<file path="config.mk">
export PLATFORM = sky130hd
export DESIGN_NAME = regfile_wb_arbiter
export DESIGN_NICKNAME = d
export VERILOG_FILES = /design/src/rtl/regfile_wb_arbiter.sv
export SDC_FILE = /design/constraint.sdc
export NUM_CORES = 1
export LEC_CHECK = 0
export CAP_MARGIN = 30
export CORE_AREA = 2 2 152 154
export CTS_CLUSTER_DIAMETER = 80
export DETAILED_ROUTE_END_ITERATION = 6
export DIE_AREA = 0 0 154 156
export PLACE_DENSITY = 0.6
export SLEW_MARGIN = 20
export SYNTH_ARGS = -nofsm -noshare
export SYNTH_HDL_FRONTEND = slang
export SYNTH_SLANG_ARGS = --single-unit
</file>
<file path="constraint.sdc">
create_clock -name clk -period 3.7 [get_ports clk]
set_clock_uncertainty 0.1 [all_clocks]
set_input_delay 0.74 -clock clk [delete_from_list [all_inputs] [get_ports clk]]
set_output_delay 0.74 -clock clk [all_outputs]
set_load 0.02 [all_outputs]
</file>
<file path="src/rtl/regfile_wb_arbiter.sv">
// Round-robin writeback arbiter feeding a 32-entry register file write port.
// Optional saturating conflict counter is enabled by defining WB_ARB_CONFLICT_CNT_EN.
module regfile_wb_arbiter #(
    parameter int NREQ = 4,
    parameter int DW   = 64
) (
    input  logic               clk,
    input  logic               reset_n,
    input  logic               softReset,
    input  logic [NREQ-1:0]    req_valid,
    input  logic [NREQ*5-1:0]  req_addr,
    input  logic [NREQ*DW-1:0] req_data,
    output logic [NREQ-1:0]    req_ready,
    output logic [31:0]        wr_enable,
    output logic [DW-1:0]      wr_data,
    output logic [4:0]         wr_addr
`ifdef WB_ARB_CONFLICT_CNT_EN
    ,
    output logic [15:0]        conflict_cnt
`endif
);

    localparam int PW = (NREQ > 2) ? $clog2(NREQ) : 1;

    logic [PW-1:0] ptr;
    logic [PW-1:0] win;
    logic [PW-1:0] idx;
    logic          found;
    logic [4:0]    win_addr;
    logic [DW-1:0] win_data;

    // Search upward from ptr with wrap; the first valid requester wins.
    always_comb begin
        req_ready = '0;
        win       = '0;
        idx       = '0;
        found     = 1'b0;
        if (reset_n && !softReset) begin
            for (int k = 0; k < NREQ; k++) begin
                idx = PW'((int'(ptr) + k) % NREQ);
                if (!found && req_valid[idx]) begin
                    found = 1'b1;
                    win   = idx;
                end
            end
        end
        if (found) begin
            req_ready[win] = 1'b1;
        end
    end

    assign win_addr = req_addr[int'(win)*5 +: 5];
    assign win_data = req_data[int'(win)*DW +: DW];

    always_ff @(posedge clk or negedge reset_n) begin
        if (!reset_n) begin
            ptr       <= '0;
            wr_enable <= '0;
            wr_data   <= '0;
            wr_addr   <= '0;
        end else if (softReset) begin
            ptr       <= '0;
            wr_enable <= '0;
        end else if (found) begin
            ptr       <= (win == PW'(NREQ - 1)) ? '0 : win + 1'b1;
            wr_data   <= win_data;
            wr_addr   <= win_addr;
            // Index 31 is the hardwired zero register: accepted but never enabled.
            wr_enable <= (win_addr == 5'd31) ? 32'd0 : (32'd1 << win_addr);
        end else begin
            wr_enable <= '0;
        end
    end

`ifdef WB_ARB_CONFLICT_CNT_EN
    logic multi;

    // More than one bit set is detected by clearing the lowest set bit.
    assign multi = |(req_valid & (req_valid - 1'b1));

    always_ff @(posedge clk or negedge reset_n) begin
        if (!reset_n) begin
            conflict_cnt <= '0;
        end else if (multi && !softReset && conflict_cnt != 16'hFFFF) begin
            conflict_cnt <= conflict_cnt + 16'd1;
        end
    end
`endif

endmodule

</file>
* Word level (Yosys, flattened, before mapping)
Cells that the tools add are included.
** Word-level totals
- Logic and storage cells :: 62
- Register bits after elaboration :: 103
- Bits of input ports :: 283
- Output and inout bits :: 105
** Cells by class
- Shift operators :: 3
- Multipliers :: 1
- Equality and inequality tests :: 2
- $lt $le $gt $ge :: 6
- Muxes and demuxes :: 30
- Bitwise logic cells :: 1
- Reduce and logical (&&, ||, !) cells :: 11
- Add/subtract/negate cells :: 4
** Operator list (number)
- 256-bit by 9-bit indexed part select with 64-bit output :: 1
- 32-bit 2-to-1 mux :: 3
- 1-bit by 5-bit << shifter with 32-bit output, first input constant :: 1
- 20-bit by 6-bit indexed part select with 5-bit output :: 1
- 2-bit 2-to-1 mux :: 8
- 2-bit by 3-bit < comparator with 1-bit output, second input constant :: 5
- 1-bit 2-to-1 mux :: 13
- 1-bit binary-select mux with 2-bit select :: 4
- 5-bit == test, second input constant :: 1
- 1-bit logical AND :: 5
- 2-bit by 3-bit multiplier with 5-bit output, second input constant :: 1
- 2-bit by 1-bit adder with 2-bit output, second input constant :: 2
- 2-bit adder, second input constant :: 2
- 1-bit logical NOT :: 4
- 4-bit 2-to-1 mux :: 1
- 1-bit demux with 2-bit select :: 1
- 2-bit == test, second input constant :: 1
- 2-bit by 1-bit greater-or-equal comparator with 1-bit output, second input constant :: 1
- 2-bit AND reduction :: 1
- 2-bit nonzero test :: 1
- 1-bit NOT :: 1

* Logic depth before layout (Yosys ltp)
- Depth in word-level cells :: 22
- Mapped depth :: 10
- Gate-level depth less buffers :: 7

* Least setup slack after synthesis
OpenSTA, ideal clock, no wires.
- Path kind :: input to output
- Start :: input req_valid[2]
- End :: output req_ready[0]
- Arrival time :: 2.399 ns
- Required time :: 2.860 ns
- Path buffers :: 3
- Cell stages on the path :: 9
- Slack :: 0.461 ns
- Path through :: nor4_2 > a211oi_1 > and3_1 > buf_6 > inv_4 > buf_6 > clkbuf_1 > ha_1 > and3_1
** On the way
- Word-level cells in the longest chain between the ends :: 21
- Elaborated cells on any way between the ends :: 33
- Those cells by class :: order compare: 2; mux: 24; reduce/logical: 7
** Ends and longest elaborated chain
- start: declaration :: RTL line 10 : input logic [NREQ-1:0] req_valid,
- 1-bit binary-select mux with 2-bit select :: RTL line 41 : if (!found && req_valid[idx]) begin
- 1-bit 2-to-1 mux (not written as such) :: RTL line 41
- 1-bit 2-to-1 mux :: RTL line 41
- 1-bit 2-to-1 mux :: RTL line 38 : if (reset_n && !softReset) begin
- 1-bit logical NOT :: RTL line 41
- 1-bit logical AND :: RTL line 41
- 1-bit 2-to-1 mux :: RTL line 41
- 1-bit 2-to-1 mux :: RTL line 38
- [... 5 more ...]
- 1-bit logical AND :: RTL line 41
- 2-bit 2-to-1 mux :: RTL line 41
- 2-bit 2-to-1 mux :: RTL line 38
- 2-bit by 3-bit < comparator with 1-bit output (not written as such) or 2-bit by 1-bit greater-or-equal comparator with 1-bit output (tied branches) :: RTL line 48 : req_ready[win] = 1'b1;
- 1-bit logical AND (not written as such) :: RTL line 48
- 1-bit 2-to-1 mux (not written as such) :: RTL line 48
- 1-bit demux with 2-bit select :: RTL line 48
- 4-bit 2-to-1 mux * :: RTL line 47 : if (found) begin
- end: declaration :: RTL line 13 : output logic [NREQ-1:0] req_ready,
Every way passes the cells marked *; elsewhere a longest branch is shown, timed or not. The select of a mux whose other input is x is not followed.

* Worst setup path after layout
- Start :: input req_valid[0]
- End :: output req_ready[2]
The elaborated chain is that of the path after synthesis.

==> results.yml <==
drt:
  route.final.wire_length_um: 24740
  drtAntennaViolNets: 0
  detail_route.vias_per_cell: 4.820
  detail_route.iter0.violations: 246
  first_pass_iters: 4
  vias: 5851
  avgRoutedWirePerCell_um: 20.38
  drc: 0
pwr:
  total_power_mw: 3.852
  p_sw_share_pct: 33.80
  p_leak_nw: 4.012
  p_clk_share_pct: 25.9
  switching_power_mw: 1.302
  power.share.combinational_pct: 38.0
  max-vdd-ir-drop_uv: 265.1
  power-per-cell-area_nw_per_um2: 362.8
  sequentialPowerShare_pct: 36.0
  power.internal_mw: 2.550
clock_network:
  clock_insertion_delay_at_the_later_pin_of_the_skew_report_ns: 0.35
  cts.path.max_buffers: 2
  postCtsSetupRepairBufs: 0
  cts.reportedPaths.clkPinSlew_ns: 0.09
  cts-buffers-inserted: 9
  clock_sink_count: 103
  cts_resized: 6
  cts_htree_levels: 3
  cts_tree: "built"
  hold_buffers: 0
  cts_root_buffer: "sky130_fd_sc_hd__clkbuf_16"
yosys:
  synth_seq_area_share_pct: 42.72
  synth_largest_type_area_fraction_pct: 42.72
  synth.most_common_cell: "sky130_fd_sc_hd__mux2i_1"
  synthDominantAreaCellType: "sky130_fd_sc_hd__dfrtp_1"
  synth_area_per_cell_um2: 11.21
  number_of_synthesized_register_bits: 103
  synth_cell_types: 46
  post_synth_most_frequent_cells: "133 x sky130_fd_sc_hd__mux2i_1, 103 x sky130_fd_sc_hd__dfrtp_1, 74 x sky130_fd_sc_hd__nand2_1, 66 x sky130_fd_sc_hd__o221ai_1"
  yosys_warnings: 0
  synthesis.nets: 825
  synth_edf_count: 0
  asyncSetResetFlopFracSynth_pct: 100.0
  post_syn_area_um2: 6033
  post_synth_inst_count: 538
  ys_dominant_reg_cell: "sky130_fd_sc_hd__dfrtp_1"
  yosys-top-cells-area: "sky130_fd_sc_hd__dfrtp_1 43%, sky130_fd_sc_hd__mux2i_1 22%, sky130_fd_sc_hd__o221ai_1 9.6%"
setup_path:
  worstPathMaxFanout: 5
  setup.worst_path.end_class: "output port"
  timing.critical_path.from_type: "input port"
  critPathArrivalTime_ns: 2.73
  critPathRequiredTime_ns: 2.86
  criticalPathCategory: "in2out"
grt:
  grt_start_max_net_pins: 55
  grt_pass1_wl_um: 36900
  number_of_global_route_vias_before_repair: 6092
  antenna_found_initial: 3
  grt.total_usage_pct: 20.11
  grt_overflow: 0
layout:
  syn_to_final_growth_pct: 75.94
  post_route_cells_drive_above_1_share_pct: 9.924
  finish.utilization_pct: 47.46
  num-nets-final: 1209
timing:
  timing.final.crit_period_ns: 3.572
  slew_violations: 0
  relSlewSlack_pct: 38.96
  max_freq_mhz: 280.0
  worst_pin_slew_ns: 0.9156
  timing.final.setup_violations: 0
  rsz0062_at_grt: "false"
  finalCritPeriodShare_pct: 96.53
  hold_viol_final: 0
die:
  floorplan.die_area_um2: 24020
  floorplan.initialDensity_pct: 26.98
  coreArea_um2: 22370
  die-height_um: 156
  chipWidth_um: 154
  num_io_pins: 388
  placement_rows: 55
placed_design:
  detailedPlacementHpwl_um: 18780
  port_buffers: 387
  globalplace.congestion: 0.8401
job:
  max-cap-violations: 0
min_path:
  kind_of_path_behind_the_tightest_hold_check: "in2async"
run_status:
  status: "finished, final reports clean"
## cells by family (layout without fill, tap and decap cells)
logic type	Yosys count	after routing	share of synthesized area [%]
compound gates	94	94	14.25
fa+ha+maj	4	4	0.8296
buf+inv	54	443	4.936
flops	103	103	42.72
mux	134	134	22.31
other cells	1	3	0.06216
simple gates	148	148	14.89
## per-stage QoR
step           worst slack, ns  hold slack, ns  instances  cell area (µm²)  TNS, ns
3_3_place_gp           -0.1739          0.3686       1196            10300   -1.358
3_5_place_dp           -0.1987          0.3721       1196            10300   -2.799
5_1_grt                0.02576          0.2598       1212            10610        0
6_report                0.1285          0.2445       1214            10620        0
2_1_floorplan           0.4606          0.3444        538             6033        0
4_1_cts                 0.1557          0.2440       1212            10610        0
## worst max-delay path: stages
cell,delay [ns]
sky130_fd_sc_hd__clkdlybuf4s50_1,0.48
sky130_fd_sc_hd__mux2_4,0.30
sky130_fd_sc_hd__a211oi_1,0.25
sky130_fd_sc_hd__and3_2,0.29
sky130_fd_sc_hd__inv_4,0.05
sky130_fd_sc_hd__ha_1,0.16
sky130_fd_sc_hd__and3_1,0.14
sky130_fd_sc_hd__dlygate4sd2_1,0.32
## power by group through the flow
| stage | Clock (mW) | Sequential (mW) | Combinational (mW) |
|---|---|---|---|
| after floorplan | 0 | 1.61 | 0.418 |
| after global placement | 0 | 1.40 | 1.48 |
| after detailed placement | 0 | 1.41 | 1.48 |
| after CTS | 1.04 | 1.39 | 1.49 |
| after global routing | 1.09 | 1.41 | 1.56 |
| final | 0.998 | 1.39 | 1.47 |
## cell usage in the layout (no fill, tap or decap), drive strengths merged, types with 9 or more instances in the layout
cell type / netlist / layout
nand2: 74 / 74
clkbuf: 17 / 9
buf: 31 / 35
nor4: 32 / 32
dfrtp: 103 / 103
mux2i: 133 / 133
o221ai: 67 / 67
clkdlybuf4s50: 0 / 381
## area by class of cell
class / count / area, µm²
fill: 2067 / 11750
clock inverter: 7 / 91.34
antenna: 2 / 5.005
timing repair buffer: 421 / 4158
multi-input combinational: 381 / 3177
inverter: 6 / 25.02
sequential: 103 / 2577
tap: 285 / 356.6
clock buffer: 9 / 225.2
## flip-flops by register name (all words and copies together) (netlist names)
name,cells
wr_addr,5
wr_enable,32
wr_data,64
ptr,2
## layer usage
layer	GRT usage (%)	share of wire, %
met1	23.76	41
met2	35.26	50
met3	7.889	8.5
met4	3.026	0.84
met5	0	0.053
## path summary, 6_finish.rpt
check,cells after the start,from,slack [ns],end
min in group clk,2,wr_data[59]$_DFFE_PN0P_,0.39,wr_data[59]$_DFFE_PN0P_
worst max register to register,7,ptr[1]$_DFFE_PN0P_,0.78,wr_data[61]$_DFFE_PN0P_
max in group asynchronous,3,reset_n,2.01,wr_data[45]$_DFFE_PN0P_
worst min register to register,2,wr_data[59]$_DFFE_PN0P_,0.39,wr_data[59]$_DFFE_PN0P_
worst min-delay path,2,reset_n,0.24,wr_data[16]$_DFFE_PN0P_
worst max-delay path,8,req_valid[0],0.13,req_ready[2]
(Power assumes the default switching activity.)
